**config.mk**
```make
export PLATFORM = sky130hd
export DESIGN_NAME = branch_resolve_unit
export DESIGN_NICKNAME = d
export VERILOG_FILES = /design/src/rtl/branch_resolve_unit.sv
export SDC_FILE = /design/constraint.sdc
export NUM_CORES = 2
export LEC_CHECK = 0
export CORE_ASPECT_RATIO = 1.5
export CORE_MARGIN = 3
export CORE_UTILIZATION = 23
export CTS_CLUSTER_DIAMETER = 150
export DETAILED_ROUTE_END_ITERATION = 10
export HOLD_SLACK_MARGIN = 0.1
export PLACE_DENSITY = 0.4
export REMOVE_ABC_BUFFERS = 1
export SLEW_MARGIN = 15
export SYNTH_ARGS = -nofsm -noshare
export SYNTH_HDL_FRONTEND = slang
export SYNTH_SLANG_ARGS = --single-unit
export TNS_END_PERCENT = 5
```
**constraint.sdc**
```tcl
create_clock -name clk -period 6.3 [get_ports clk]
set_clock_uncertainty 0.05 [all_clocks]
set_input_delay 0.63 -clock clk [delete_from_list [all_inputs] [get_ports clk]]
set_output_delay 0.63 -clock clk [all_outputs]
set_load 0.02 [all_outputs]
```
**src/rtl/branch_resolve_unit.sv**
```systemverilog
// EX-stage branch/JAL/JALR resolution with a direct-mapped BTB (2-bit counters)
// read combinationally by IF and trained at the clock edge, plus trace counters.
module branch_resolve_unit #(
    parameter int XLEN  = 32,
    parameter int IDX_W = 4
) (
    input  logic            clk,
    input  logic            rst,
    input  logic [XLEN-1:0] if_pc,
    output logic            if_pred_taken,
    output logic [XLEN-1:0] if_pred_target,
    input  logic            ex_valid,
    input  logic            ex_is_branch,
    input  logic            ex_is_jal,
    input  logic            ex_is_jalr,
    input  logic [2:0]      ex_funct3,
    input  logic [XLEN-1:0] ex_pc,
    input  logic [XLEN-1:0] ex_imm,
    input  logic [XLEN-1:0] ex_rs1_data,
    input  logic [XLEN-1:0] ex_rs2_data,
    input  logic            ex_pred_taken,
    input  logic [XLEN-1:0] ex_pred_target,
    output logic            is_control_hazard,
    output logic [XLEN-1:0] redirect_pc,
    output logic [31:0]     branch_count,
    output logic [31:0]     mispredict_count
);
    localparam int ENTRIES = 1 << IDX_W;
    localparam int TAG_W   = XLEN - IDX_W - 2;

    logic [ENTRIES-1:0] valid_q;
    logic [TAG_W-1:0]   tag_q    [ENTRIES];
    logic [XLEN-1:0]    target_q [ENTRIES];
    logic [1:0]         ctr_q    [ENTRIES];
    logic [31:0]        branch_count_q, branch_count_d;
    logic [31:0]        mispredict_count_q, mispredict_count_d;

    logic [IDX_W-1:0] if_idx, ex_idx;
    logic [TAG_W-1:0] if_tag, ex_tag;
    logic             if_hit, ex_hit;
    logic             unused_if_pc_lsbs;

    assign if_idx = if_pc[IDX_W+1:2];
    assign if_tag = if_pc[XLEN-1:IDX_W+2];
    assign ex_idx = ex_pc[IDX_W+1:2];
    assign ex_tag = ex_pc[XLEN-1:IDX_W+2];
    assign unused_if_pc_lsbs = ^if_pc[1:0];

    // No write-to-read bypass: IF always sees the registered BTB contents.
    assign if_hit         = ~rst & valid_q[if_idx] & (tag_q[if_idx] == if_tag);
    assign if_pred_taken  = if_hit & ctr_q[if_idx][1];
    assign if_pred_target = if_hit ? target_q[if_idx] : '0;

    logic            eq, lt_s, lt_u, br_cf, br_taken, cf, taken;
    logic [XLEN-1:0] jalr_sum, target, next_pc;

    assign eq   = (ex_rs1_data == ex_rs2_data);
    assign lt_s = ($signed(ex_rs1_data) < $signed(ex_rs2_data));
    assign lt_u = (ex_rs1_data < ex_rs2_data);

    always_comb begin
        br_cf    = 1'b1;
        br_taken = 1'b0;
        case (ex_funct3)
            3'b000:  br_taken = eq;
            3'b001:  br_taken = ~eq;
            3'b100:  br_taken = lt_s;
            3'b101:  br_taken = ~lt_s;
            3'b110:  br_taken = lt_u;
            3'b111:  br_taken = ~lt_u;
            default: br_cf    = 1'b0;
        endcase
    end

    assign cf       = ex_is_jal | ex_is_jalr | (ex_is_branch & br_cf);
    assign taken    = ex_is_jal | ex_is_jalr | (ex_is_branch & br_cf & br_taken);
    assign jalr_sum = ex_rs1_data + ex_imm;
    assign target   = ex_is_jalr ? {jalr_sum[XLEN-1:1], 1'b0} : ex_pc + ex_imm;
    assign next_pc  = taken ? target : ex_pc + XLEN'(4);

    // A non-control-flow instruction that IF predicted taken must also be undone.
    assign is_control_hazard = ex_valid & (cf ? ((taken != ex_pred_taken) |
                                                 (taken & (ex_pred_target != target)))
                                              : ex_pred_taken);
    assign redirect_pc = next_pc;

    logic            wr_en;
    logic [1:0]      ctr_d;
    logic [XLEN-1:0] target_d;

    assign ex_hit = valid_q[ex_idx] & (tag_q[ex_idx] == ex_tag);

    always_comb begin
        wr_en    = 1'b0;
        ctr_d    = ctr_q[ex_idx];
        target_d = target_q[ex_idx];
        if (ex_valid & cf) begin
            if (ex_hit) begin
                wr_en = 1'b1;
                if (taken) begin
                    ctr_d    = (ctr_q[ex_idx] == 2'b11) ? 2'b11 : ctr_q[ex_idx] + 2'd1;
                    target_d = target;
                end else begin
                    ctr_d    = (ctr_q[ex_idx] == 2'b00) ? 2'b00 : ctr_q[ex_idx] - 2'd1;
                end
            end else if (taken) begin
                wr_en    = 1'b1;
                ctr_d    = 2'b10;
                target_d = target;
            end
        end
    end

    always_ff @(posedge clk) begin
        if (rst) begin
            for (int i = 0; i < ENTRIES; i++) begin
                valid_q[i]  <= 1'b0;
                tag_q[i]    <= '0;
                target_q[i] <= '0;
                ctr_q[i]    <= 2'b01;
            end
        end else if (wr_en) begin
            valid_q[ex_idx]  <= 1'b1;
            tag_q[ex_idx]    <= ex_tag;
            target_q[ex_idx] <= target_d;
            ctr_q[ex_idx]    <= ctr_d;
        end
    end

    assign branch_count_d     = branch_count_q + 32'((ex_valid & cf) ? 1 : 0);
    assign mispredict_count_d = mispredict_count_q + 32'(is_control_hazard ? 1 : 0);

    always_ff @(posedge clk) begin
        if (rst) begin
            branch_count_q     <= '0;
            mispredict_count_q <= '0;
        end else begin
            branch_count_q     <= branch_count_d;
            mispredict_count_q <= mispredict_count_d;
        end
    end

    assign branch_count     = branch_count_q;
    assign mispredict_count = mispredict_count_q;
endmodule

```
==> implementation parameters <==
Parameter                              Value

Outcome
  Outcome ... completed

Pwr
  Fraction of power spent switching nets ... 28.6%
  Part of the total power dissipated in sequential elements ... 44.7%
  Leakage power summed over all cells ... 25.0 nW
  Power per unit of standard cell area ... 254 mW/mm²
  Maximum vdd ir drop ... about 0.00033 V
  Net Sw Power ... 0.00513 W
  Combinational share of power ... between 10% and 20%
  Power share of the clock group ... between 30% and 40%
  Internal power component ... 0.0128 W

Global routing
  Maximum number of pins on one net before global-route repair ... 96
  Congestion Overflow GR ... 0
  GRT Resource Usage Total ... 19.0%
  Number of antenna violations at the first check in global routing ... 29
  Number of global-route vias before repair ... 40300
  First-pass GRT wire length ... 332000 µm

Finish
  Number of filler cells placed in the layout ... between 20000 and 25000
  NumNets Final ... between 5000 and 6000
  Final cell count without fillers ... around 8100
  Area used by multi-input combinational logic ... between 0.02 and 0.025 mm²
  Ratio of cells with drive above 1 in the final layout ... between 20% and 30%
  Area growth from synthesis to final layout ... 26.3%
  Total area of sequential cells ... between 0.03 and 0.04 mm²

Timing
  Hold Slack ... slightly above 300 ps
  Measured slew at the worst slew-check pin ... ~1100 ps
  Slew HR ... ~29%
  Fin Setup TNS ... 0 ps
  Max Fclk ... 0.163 GHz
  Finish-stage setup viols ... 0
  Count of endpoints failing hold in the final timing report ... 0
  Pins over their slew limit ... 0
  Part of the cycle the worst path needs ... a little over nine tenths
  Final period demand of the worst path ... roughly 6100 ps

Worst setup path
  CP Cell Sequence ... clkdlybuf4s50_1, ha_1, a21o_1, a211o_1, buf_4, nand2_1, o311ai_0, buf_4, o32ai_1, buf_4, a21oi_1, nor4b_1, buf_4, and4b_1, nand4_1, a211oi_2, a21oi_4, buf_12, dlygate4sd2_1
  Register-to-register setup slack ... about 2000 ps
  Critical path endpoint ... is_control_hazard
  Critical path startpoint category ... primary input
  Launching element of the worst setup path ... ex_imm[5]
  Cell type of the slowest stage on the worst timing path ... sky130_fd_sc_hd__o311ai_0
  Worst reg2reg path endpoint ... tag_q[7][24]
  Crit-path leading delay family ... buffers and inverters
  Slowest stage delay, CP ... between 600 and 700 ps
  Worst-path fanout max ... 6
  Worst Path Required ... between 5000 and 6000 ps
  Worst reg2reg path depth ... 14
  Kind of capture point of the worst setup path ... output pin
  Library cell appearing most often on the critical path ... sky130_fd_sc_hd__buf_4
  Data arrival time of the critical path ... 5450 ps
  Logic depth of the worst setup path including buffers ... 19
  Beginning of the worst register-to-register path ... tag_q[15][4]
  Buf/Inv on CP ... 7
  Path type of the worst setup path ... primary input to output pin

Synth
  Sequential-to-total area share from yosys stat ... between 50% and 60%
  Post-synth EDFFs ... 960
  Most used flip-flop cell after synthesis ... sky130_fd_sc_hd__edfxtp_1
  Post-synthesis cell type with the largest combined area ... sky130_fd_sc_hd__edfxtp_1
  Combined area of all synthesized cells ... 0.0559 mm²
  Fraction of synthesis flops using an asynchronous set or reset pin ... 0%
  Cells after Synth ... 4231
  Number of unique standard cell types used by synthesis ... 81
  Yosys Warn Count ... 0
  Register bit count reported by yosys ... 1040
  Most frequent cells after synthesis ... sky130_fd_sc_hd__edfxtp_1 (960), sky130_fd_sc_hd__nor2_1 (675), sky130_fd_sc_hd__mux4_2 (441)
  Area fraction of the dominant cell type after synthesis ... 51.5%
  Top area cells in the synthesized netlist ... sky130_fd_sc_hd__edfxtp_1 (52%), sky130_fd_sc_hd__mux4_2 (18%), sky130_fd_sc_hd__and2_1 (4.7%)
  Synthesized area per cell ... approximately 13 µm²
  Most used standard cell by instance count after synthesis ... sky130_fd_sc_hd__edfxtp_1

Route
  Final antenna-violating net count ... 0
  Total DRC errors in the routed layout ... 0
  Vias after detailed routing ... roughly 39000
  Average wire per cell in the routed design ... 29.8 µm
  DR pass1 iterations ... 7
  Total wirelength of the detailed-routed design ... about 240000 µm
  Detail-routed via count per cell ... 4.79
  Iteration-0 DRC count of the detailed router ... between 3000 and 4000

Clock network
  CTS tree ... built
  Setup repair bufs after CTS ... 0
  Total number of H-tree levels ... 3
  Clock latency at the later pin of the worst-skew pair ... slightly below 800 ps
  Clk root buf ... sky130_fd_sc_hd__clkbuf_16
  CTS buffer count ... about 110
  Clock Pin Slew Worst Setup and Hold Paths ... 60 ps
  Clock tree sinks ... between 1000 and 1500
  Maximum buffer depth of the clock tree ... 3

Floorplanning
  Number of top-level design ports ... approximately 330
  Initial Utilization ... a little under a quarter
  Overall die width ... around 400 µm
  Vertical die dimension ... approximately 600 µm
  Core region area ... 0.242 mm²
  Die area ... 0.249 mm²
  Placement row count ... roughly 220

Worst hold path
  Tightest Hold Check Type ... primary input to flip-flop

Placed design
  I/O Buffers ... approximately 330
  Dpl hpwl ... 176000 µm
  Placed cells ... slightly below 8000
  Routability Congestion ... 0.876

Flow run
  Max-cap violation count ... 0
-- power groups by stage --
| stage | registers, W | clock network (W) | logic [W] |
|---|---|---|---|
| after CTS | 0.00802 | 0.00671 | 0.00342 |
| after global placement | 0.00815 | 0 | 0.00341 |
| after floorplan | 0.00812 | 0 | 0.00152 |
| final | 0.00802 | 0.00652 | 0.00339 |
| after global routing | 0.00805 | 0.00693 | 0.00358 |
| after detailed placement | 0.00817 | 0 | 0.00341 |
-- final cells by class --
cell class              instances  area share (%)
clock inverters                51           0.652
inverters                      64           0.340
flip-flops and latches       1040            43.1
well taps                    3233            5.73
repair buffers                823            11.9
multi-input cells            2768            34.0
diodes                          9          0.0319
clock buffers                 150            4.26
-- layout by cell type, fill, tap and decap left out, drive strengths merged, types with 15 or more instances in the layout --
cell / netlist / routed
edfxtp: 960 / 960
nor2: 675 / 675
buf: 102 / 526
mux4: 441 / 441
and2: 419 / 419
clkdlybuf4s50: 0 / 294
nand2: 175 / 175
clkbuf: 257 / 152
a21oi: 136 / 136
xnor2: 113 / 113
ha: 101 / 101
xor2: 92 / 92
dfxtp: 80 / 80
and3: 75 / 75
inv: 64 / 69
o21ai: 65 / 65
nor2b: 56 / 56
nand3: 54 / 54
nand4: 50 / 50
a21o: 36 / 36
clkinv: 0 / 36
nor3: 34 / 34
or2: 21 / 21
or3: 18 / 18
a211oi: 15 / 15
-- registers in the layout, summed over array words and instances (netlist names) --
signal and count:
valid_q 16, ctr_q 32, mispredict_count 32, branch_count 32, tag_q 416, target_q 512
-- per-layer routing --
metal  routed length (µm)  up-vias  GRT usage [%]
li1                     -    16900              -
met1                98400    20500           24.0
met2               124000     1243           33.9
met3                14100      249           3.08
met4                 5700       16           4.58
met5                  103        -              0
-- through the flow --
stage | total power (W) | utilization (%) | cell area, µm² | setup WS [ps]
final | 0.0179 | 29.2 | 70600 | 169
after global routing | 0.0186 | 29.2 | 70600 | -1.74
after CTS | 0.0182 | 29.2 | 70500 | 5.83
after detailed placement | 0.0116 | 27.7 | 67100 | -480
after global placement | 0.0116 | 27.7 | 67100 | -600
after floorplan | 0.00964 | - | 54500 | 672
-- how the worst min path moves through the flow --
stage | slack (ps) | start | cells after the start | endpoint
2_1_floorplan | 390 | valid_q[15] | 1 | valid_q[15]
3_3_place_gp | 400 | valid_q[10] | 1 | valid_q[10]
3_5_place_dp | 410 | valid_q[2] | 1 | valid_q[2]
4_1_cts | 240 | rst | 2 | branch_count[3]
5_1_grt | 280 | rst | 2 | branch_count[3]
6_report | 300 | rst | 2 | branch_count[3]
-- timing repair --
item | in CTS | in global routing
gates cloned | 0 | 0
endpoints found under the setup margin | 1 | 9
hold endpoints to repair | 0 | 0
resized for setup | 5 | 13
pin swaps | 1 | 2
hold buffers | 0 | 0
-- logic make-up (layout without fill, tap and decap cells) --
group                      after synthesis  count (layout)  share of synthesized area, %
xor gates and xnor gates               214             214                          3.58
adders and majority gates              104             104                          2.35
and+or+nand+nor                       1620            1620                          14.3
muxes                                  456             456                          18.0
buffers and inverters                  423            1088                          3.04
DFF                                   1040            1040                          54.4
other                                    0               9                             0
AOI/OAI and AO/OA                      374             374                          4.32
Note: power is estimated with default switching activity, not from simulation.
